**config.mk**
```make
export PLATFORM = sky130hd
export DESIGN_NAME = alu_op_sequencer
export DESIGN_NICKNAME = d
export VERILOG_FILES = /design/src/rtl/alu_seq_pkg.sv /design/src/rtl/alu_regfile.sv /design/src/rtl/alu_op_sequencer.sv
export SDC_FILE = /design/constraint.sdc
export NUM_CORES = 1
export LEC_CHECK = 0
export BUFFER_PORTS_ARGS = -buffer_cell sky130_fd_sc_hd__clkbuf_2
export CAP_MARGIN = 25
export CELL_PAD_IN_SITES_DETAIL_PLACEMENT = 1
export CELL_PAD_IN_SITES_GLOBAL_PLACEMENT = 1
export CORE_ASPECT_RATIO = 1.75
export CORE_UTILIZATION = 30
export CTS_CLUSTER_DIAMETER = 200
export CTS_CLUSTER_SIZE = 14
export DETAILED_ROUTE_END_ITERATION = 6
export GPL_TIMING_DRIVEN = 0
export PLACE_DENSITY = 0.62
export SETUP_SLACK_MARGIN = 0.05
export SLEW_MARGIN = 10
export SYNTH_ARGS = -nofsm -noshare
export SYNTH_HDL_FRONTEND = slang
export SYNTH_SLANG_ARGS = --single-unit
```
**constraint.sdc**
```tcl
create_clock -name clk -period 1.3 [get_ports clk]
set_input_delay 0.13 -clock clk [delete_from_list [all_inputs] [get_ports clk]]
set_output_delay 0.13 -clock clk [all_outputs]
set_load 0.01 [all_outputs]
```
**src/rtl/alu_seq_pkg.sv**
```systemverilog
// Shared definitions for the alu operation sequencer: defaults, state encoding,
// instruction field positions and the registered flag bundle.
package alu_seq_pkg;

    localparam int WIDTH_DEF = 4;
    localparam int NREGS_DEF = 4;

    // Sequencer states; the fourth code is unused and recovers to ST_IDLE.
    localparam logic [1:0] ST_IDLE = 2'd0;
    localparam logic [1:0] ST_EXEC = 2'd1;
    localparam logic [1:0] ST_WB   = 2'd2;

    // Instruction layout, MSB first: {L, Op[1:0], rd, ra, rb}.
    // Each register-address field is ra_w bits wide.
    function automatic int instr_w(input int ra_w);
        return 3 * ra_w + 3;
    endfunction

    function automatic int rb_lsb(input int ra_w);
        return 0 * ra_w;
    endfunction

    function automatic int rb_msb(input int ra_w);
        return ra_w - 1;
    endfunction

    function automatic int ra_lsb(input int ra_w);
        return ra_w;
    endfunction

    function automatic int ra_msb(input int ra_w);
        return 2 * ra_w - 1;
    endfunction

    function automatic int rd_lsb(input int ra_w);
        return 2 * ra_w;
    endfunction

    function automatic int rd_msb(input int ra_w);
        return 3 * ra_w - 1;
    endfunction

    function automatic int op_lsb(input int ra_w);
        return 3 * ra_w;
    endfunction

    function automatic int op_msb(input int ra_w);
        return 3 * ra_w + 1;
    endfunction

    function automatic int l_bit(input int ra_w);
        return 3 * ra_w + 2;
    endfunction

    typedef struct packed {
        logic z;
        logic c;
        logic s;
    } alu_flags_t;

endpackage

```
**src/rtl/alu_regfile.sv**
```systemverilog
// NREGS x WIDTH register file: two operand read ports, one debug read port and a
// single write port where the sequencer writeback takes priority over direct loads.
module alu_regfile
    import alu_seq_pkg::*;
#(
    parameter int WIDTH = WIDTH_DEF,
    parameter int NREGS = NREGS_DEF,
    parameter int RA_W  = $clog2(NREGS)
) (
    input  logic             clk,
    input  logic             rst_n,
    input  logic             wb_en,
    input  logic [RA_W-1:0]  wb_addr,
    input  logic [WIDTH-1:0] wb_data,
    input  logic             ld_en,
    input  logic [RA_W-1:0]  ld_addr,
    input  logic [WIDTH-1:0] ld_data,
    input  logic [RA_W-1:0]  rd_a_addr,
    output logic [WIDTH-1:0] rd_a_data,
    input  logic [RA_W-1:0]  rd_b_addr,
    output logic [WIDTH-1:0] rd_b_data,
    input  logic [RA_W-1:0]  dbg_addr,
    output logic [WIDTH-1:0] dbg_data
);

    logic [WIDTH-1:0] mem_q [NREGS];
    logic [WIDTH-1:0] mem_d [NREGS];

    // NOTE: every always_comb output gets a default first, so no path leaves it
    // unassigned and no latch is inferred.
    always_comb begin
        for (int i = 0; i < NREGS; i++) begin
            mem_d[i] = mem_q[i];
            if (wb_en && (wb_addr == RA_W'(i))) begin
                mem_d[i] = wb_data;
            end else if (ld_en && (ld_addr == RA_W'(i))) begin
                mem_d[i] = ld_data;
            end
        end
    end

    // NOTE: this storage is tiny and must read back as zero after reset, so it is
    // built from resettable flops; a large RAM would normally not be reset.
    always_ff @(posedge clk or negedge rst_n) begin
        if (!rst_n) begin
            for (int i = 0; i < NREGS; i++) begin
                mem_q[i] <= '0;
            end
        end else begin
            for (int i = 0; i < NREGS; i++) begin
                mem_q[i] <= mem_d[i];
            end
        end
    end

    assign rd_a_data = mem_q[rd_a_addr];
    assign rd_b_data = mem_q[rd_b_addr];
    assign dbg_data  = mem_q[dbg_addr];

endmodule

```
**src/rtl/alu_op_sequencer.sv**
```systemverilog
// Controller for an external combinational alu: accepts an instruction, presents
// register operands, captures the result and flags, writes back and hands the result on.
module alu_op_sequencer
    import alu_seq_pkg::*;
#(
    parameter int WIDTH = WIDTH_DEF,
    parameter int NREGS = NREGS_DEF,
    parameter int RA_W  = $clog2(NREGS)
) (
    input  logic                      clk,
    input  logic                      rst_n,
    input  logic                      in_valid,
    output logic                      in_ready,
    input  logic [instr_w(RA_W)-1:0]  in_instr,
    input  logic                      ld_valid,
    input  logic [RA_W-1:0]           ld_addr,
    input  logic [WIDTH-1:0]          ld_data,
    output logic [WIDTH-1:0]          alu_a,
    output logic [WIDTH-1:0]          alu_b,
    output logic [1:0]                alu_op,
    output logic                      alu_l,
    input  logic [WIDTH-1:0]          alu_r,
    input  logic                      alu_z,
    input  logic                      alu_c,
    input  logic                      alu_s,
    output logic                      res_valid,
    input  logic                      res_ready,
    output logic [WIDTH-1:0]          res_data,
    output logic                      flag_z,
    output logic                      flag_c,
    output logic                      flag_s,
    input  logic [RA_W-1:0]           dbg_addr,
    output logic [WIDTH-1:0]          dbg_data
);

    logic [RA_W-1:0] instr_rd;
    logic [RA_W-1:0] instr_ra;
    logic [RA_W-1:0] instr_rb;
    logic [1:0]      instr_op;
    logic            instr_l;

    assign instr_rb = in_instr[rb_msb(RA_W):rb_lsb(RA_W)];
    assign instr_ra = in_instr[ra_msb(RA_W):ra_lsb(RA_W)];
    assign instr_rd = in_instr[rd_msb(RA_W):rd_lsb(RA_W)];
    assign instr_op = in_instr[op_msb(RA_W):op_lsb(RA_W)];
    assign instr_l  = in_instr[l_bit(RA_W)];

    logic [1:0]       state_q,     state_d;
    logic [RA_W-1:0]  rd_q,        rd_d;
    logic [WIDTH-1:0] alu_a_q,     alu_a_d;
    logic [WIDTH-1:0] alu_b_q,     alu_b_d;
    logic [1:0]       alu_op_q,    alu_op_d;
    logic             alu_l_q,     alu_l_d;
    logic [WIDTH-1:0] res_data_q,  res_data_d;
    logic             res_valid_q, res_valid_d;
    alu_flags_t       flags_q,     flags_d;

    logic [WIDTH-1:0] rf_a_data;
    logic [WIDTH-1:0] rf_b_data;
    logic             wb_en;

    // Writeback happens on the edge that ends EXEC, the same edge that captures R.
    assign wb_en = (state_q == ST_EXEC);

    alu_regfile #(
        .WIDTH (WIDTH),
        .NREGS (NREGS),
        .RA_W  (RA_W)
    ) u_regfile (
        .clk       (clk),
        .rst_n     (rst_n),
        .wb_en     (wb_en),
        .wb_addr   (rd_q),
        .wb_data   (alu_r),
        .ld_en     (ld_valid),
        .ld_addr   (ld_addr),
        .ld_data   (ld_data),
        .rd_a_addr (instr_ra),
        .rd_a_data (rf_a_data),
        .rd_b_addr (instr_rb),
        .rd_b_data (rf_b_data),
        .dbg_addr  (dbg_addr),
        .dbg_data  (dbg_data)
    );

    // NOTE: combinational next-state logic uses blocking assignments; the flops
    // below use non-blocking ones so every register samples pre-edge values.
    always_comb begin
        state_d     = state_q;
        rd_d        = rd_q;
        alu_a_d     = alu_a_q;
        alu_b_d     = alu_b_q;
        alu_op_d    = alu_op_q;
        alu_l_d     = alu_l_q;
        res_data_d  = res_data_q;
        res_valid_d = res_valid_q;
        flags_d     = flags_q;

        case (state_q)
            ST_IDLE: begin
                if (in_valid) begin
                    rd_d     = instr_rd;
                    alu_a_d  = rf_a_data;
                    alu_b_d  = rf_b_data;
                    alu_op_d = instr_op;
                    alu_l_d  = instr_l;
                    state_d  = ST_EXEC;
                end
            end
            ST_EXEC: begin
                res_data_d  = alu_r;
                flags_d     = '{z: alu_z, c: alu_c, s: alu_s};
                res_valid_d = 1'b1;
                state_d     = ST_WB;
            end
            ST_WB: begin
                if (res_ready) begin
                    res_valid_d = 1'b0;
                    state_d     = ST_IDLE;
                end
            end
            default: begin
                res_valid_d = 1'b0;
                state_d     = ST_IDLE;
            end
        endcase
    end

    always_ff @(posedge clk or negedge rst_n) begin
        if (!rst_n) begin
            state_q     <= ST_IDLE;
            rd_q        <= '0;
            alu_a_q     <= '0;
            alu_b_q     <= '0;
            alu_op_q    <= '0;
            alu_l_q     <= 1'b0;
            res_data_q  <= '0;
            res_valid_q <= 1'b0;
            flags_q     <= '0;
        end else begin
            state_q     <= state_d;
            rd_q        <= rd_d;
            alu_a_q     <= alu_a_d;
            alu_b_q     <= alu_b_d;
            alu_op_q    <= alu_op_d;
            alu_l_q     <= alu_l_d;
            res_data_q  <= res_data_d;
            res_valid_q <= res_valid_d;
            flags_q     <= flags_d;
        end
    end

    assign in_ready  = (state_q == ST_IDLE);
    assign alu_a     = alu_a_q;
    assign alu_b     = alu_b_q;
    assign alu_op    = alu_op_q;
    assign alu_l     = alu_l_q;
    assign res_valid = res_valid_q;
    assign res_data  = res_data_q;
    assign flag_z    = flags_q.z;
    assign flag_c    = flags_q.c;
    assign flag_s    = flags_q.s;

endmodule

```
==> results.cfg <==
[clock_tree]
clock_sinks = 39
numCtsBuffers = 5
clockBufferDepth = 2
path_clk_slew_ns = 0.08
cts_max_level = 2
cts_tree = built
cts-root-buf = clkbuf_8
clkLatencyLatePin_ns = 0.29

[min_path]
hold_end = alu_op[1]$_DFFE_PN0P_
hold_depth = 2
hp-class = input port to flop
hold_start = in_instr[7]

[route]
drt_wl_total_mm = 4.89
drt-pass1-iter-count = 3
final_antenna_net_count = 0
wl_per_cell_um = 16.1
vias_per_cell = 4.82
drcViolationCount = 0
drt-initial-drc-count = 58
vias = 1459

[sta]
worst_slew_pin_slew_ns = 0.562
setup_tns_ns = -1.14
fmax_ghz = 0.679
rsz0062_at_grt = true
fin_crit_sh_pct = 113
period_needed_ns = 1.47
skew_ns = 0.00777
setup_slack_ns = -0.173
drv_slew = 0
slew-limit-headroom_pct = 62.5
hold_viol = 0
setup_violations = 12

[finish]
area_delta_synth_final_pct = 39.9
nFillCells = 709
nNetsFinal = 251
drive_above_1_share_pct = 57.4
stdcell_count = 303
antennaDiodeCount = 0
design_area_um2 = 2760

[status]
status = finished, violations left
violations = negative setup slack

[floorplan]
rows = 38
die_area_um2 = 6920
die_h_um = 109
die_x_um = 63.3
io-pin-count = 53
start_util_pct = 31.5
coreArea_um2 = 6280

[worst_setup_path]
end_kind = primary output
start_kind = flop
r2r_cells = 3
r2r-start = u_regfile.mem_q[2]$_DFFE_PN0P_
r2r_setup_slack_ns = -0.08
worst-path-max-fanout = 3
rr_endpoint = alu_b[2]$_DFFE_PN0P_
required_ns = 1.17
crit_type = flop to primary output
crit_arrival_ns = 1.34

[global_routing]
grt_pass1_wl_mm = 7.85
antenna_found_initial = 0
grt_use_total_pct = 15.1
grt_pass1_vias = 1545
grt_overflow_total = 0
grt_max_degree = 22

[synth]
synth-edff-count = 0
synth_warnings = 0
synth_area_um2 = 1970
synthArstFlopShare_pct = 100
postSynthCellCount = 142
ys_seq_elements = 39
synthDistinctLibCells = 25
syn_nets = 171
ys.flop_type = dfrtp_1
ys_seq_area_share_pct = 49.4
syn_avg_cell_area_um2 = 13.9

[power_and_ir_drop]
peakVddDrop_uv = 766
p_per_area_nw_per_um2 = 2280
cellLeakagePower_nw = 1.31

[place]
detailed_place.area_um2 = 2360
gp_congestion = 0.748
placed_cells = 275
io_buffers = 52
place_hpwl_mm = 3.70

[job]
maxCapViolations = 0
timing repair:
item | CTS | global route
resized for setup | 15 | 42
endpoints found under the setup margin | 39 | 31
hold buffers | 1 | 0
pin swaps | 2 | 3
setup buffers | 15 | 5
cloned | 0 | 0
hold endpoints to repair | 18 | 0
metal layers:
layer / global-route usage, % / vias to the layer above / part of all wire, %
li1: - / 687 / -
met1: 16.9 / 726 / 38
met2: 27.6 / 36 / 56
met3: 3.63 / 10 / 3.4
met4: 5.19 / 0 / 2.1
met5: 0 / - / 0
state kept, by name (all words and copies together), names as in the netlist:
signal,cells
alu_a,4
alu_b,4
alu_l,1
alu_op,2
flag_c,1
flag_s,1
flag_z,1
rd_q,2
res_data,4
res_valid,1
state_q,2
u_regfile.mem_q,16
Yosys cell counts, types with 2 or more instances:
master	count	area share, %
mux2_2	20	11
mux2i_1	16	8.1
nand2_1	14	2.7
buf_2	2	0.51
dfrtp_1	39	49
mux4_1	8	11
nor2_1	5	0.95
a21oi_1	4	1.0
clkbuf_1	3	0.57
o21ai_0	13	3.3
mux4_2	4	4.6
final cells by class:
type | count | area, um^2 | area share (%)
Multi-Input combinational cell | 96 | 1010 | 36.4
Sequential cell | 39 | 980 | 35.5
Timing Repair Buffer | 74 | 507 | 18.3
Tap cell | 80 | 100 | 3.62
Clock buffer | 7 | 96.3 | 3.49
Buffer | 5 | 62.6 | 2.26
Clock inverter | 1 | 7.51 | 0.272
Inverter | 1 | 3.75 | 0.136
kinds of logic after synthesis:
family,Yosys count,share of synthesized area [%]
AO/OA/AOI/OAI,18,4.69
AND/OR/NAND/NOR,30,9.32
buffers and inverters,7,1.84
flip-flops,39,49.4
multiplexers,48,34.7
critical path, cell delays in order (launching register included):
cell	delay, ns
dfrtp_1	0.42
mux4_2	0.49
buf_6	0.14
worst max-delay path by stage:
stage / from / endpoint / slack (ns) / cells after the start
after floorplan: state_q[0]$_DFFE_PN0P_ / alu_a[0]$_DFFE_PN0P_ / 0.06 / 5
after global placement: state_q[0]$_DFFE_PN0P_ / rd_q[1]$_DFFE_PN0P_ / -0.05 / 5
after detailed placement: state_q[0]$_DFFE_PN0P_ / alu_a[3]$_DFFE_PN0P_ / -0.08 / 5
after CTS: u_regfile.mem_q[14]$_DFFE_PN0P_ / dbg_data[2] / -0.16 / 2
after global routing: u_regfile.mem_q[12]$_DFFE_PN0P_ / dbg_data[0] / -0.21 / 2
final: u_regfile.mem_q[12]$_DFFE_PN0P_ / dbg_data[0] / -0.17 / 2
layout by cell type (no fill, tap or decap):
| cell type | instances |
|---|---|
| mux2i_1 | 16 |
| and3b_1 | 1 |
| nand3b_1 | 1 |
| mux4_2 | 12 |
| o21ai_0 | 9 |
| dlygate4sd3_1 | 1 |
| nor3b_2 | 1 |
| dfrtp_2 | 3 |
| clkinvlp_4 | 1 |
| nand2b_4 | 1 |
| buf_4 | 11 |
| nor4bb_2 | 1 |
| nor2_4 | 1 |
| mux2_4 | 14 |
| clkbuf_8 | 7 |
| and4bb_2 | 1 |
| nand2_2 | 1 |
| o21ai_1 | 4 |
| o21a_1 | 1 |
| inv_1 | 1 |
| buf_16 | 1 |
| a21oi_1 | 4 |
| buf_12 | 3 |
| mux2_2 | 6 |
| nand2_1 | 13 |
| nand2_4 | 1 |
| nor2_1 | 5 |
| nand4b_1 | 1 |
| dfrtp_1 | 36 |
| nor4b_4 | 1 |
| nand3_1 | 1 |
| buf_6 | 12 |
| clkbuf_1 | 1 |
| clkbuf_2 | 50 |
power by group:
part / switching (mW) / internal, mW
Clock: 0.420 / 0.483
Sequential: 0.514 / 1.84
Combinational: 1.12 / 1.93
Total: 2.06 / 4.25
stage by stage:
| step | setup slack, ns | total power [mW] | util [%] | hold WS [ns] |
|---|---|---|---|---|
| final | -0.173 | 6.31 | 44.0 | 0.0687 |
| after global placement | -0.0530 | 4.39 | 37.2 | 0.363 |
| after floorplan | 0.0574 | 3.66 | - | -0.166 |
| after detailed placement | -0.0790 | 4.51 | 37.7 | 0.148 |
| after global routing | -0.210 | 6.74 | 44.0 | 0.0584 |
| after CTS | -0.160 | 5.85 | 41.6 | 0.0596 |
(Power assumes the default switching activity.)
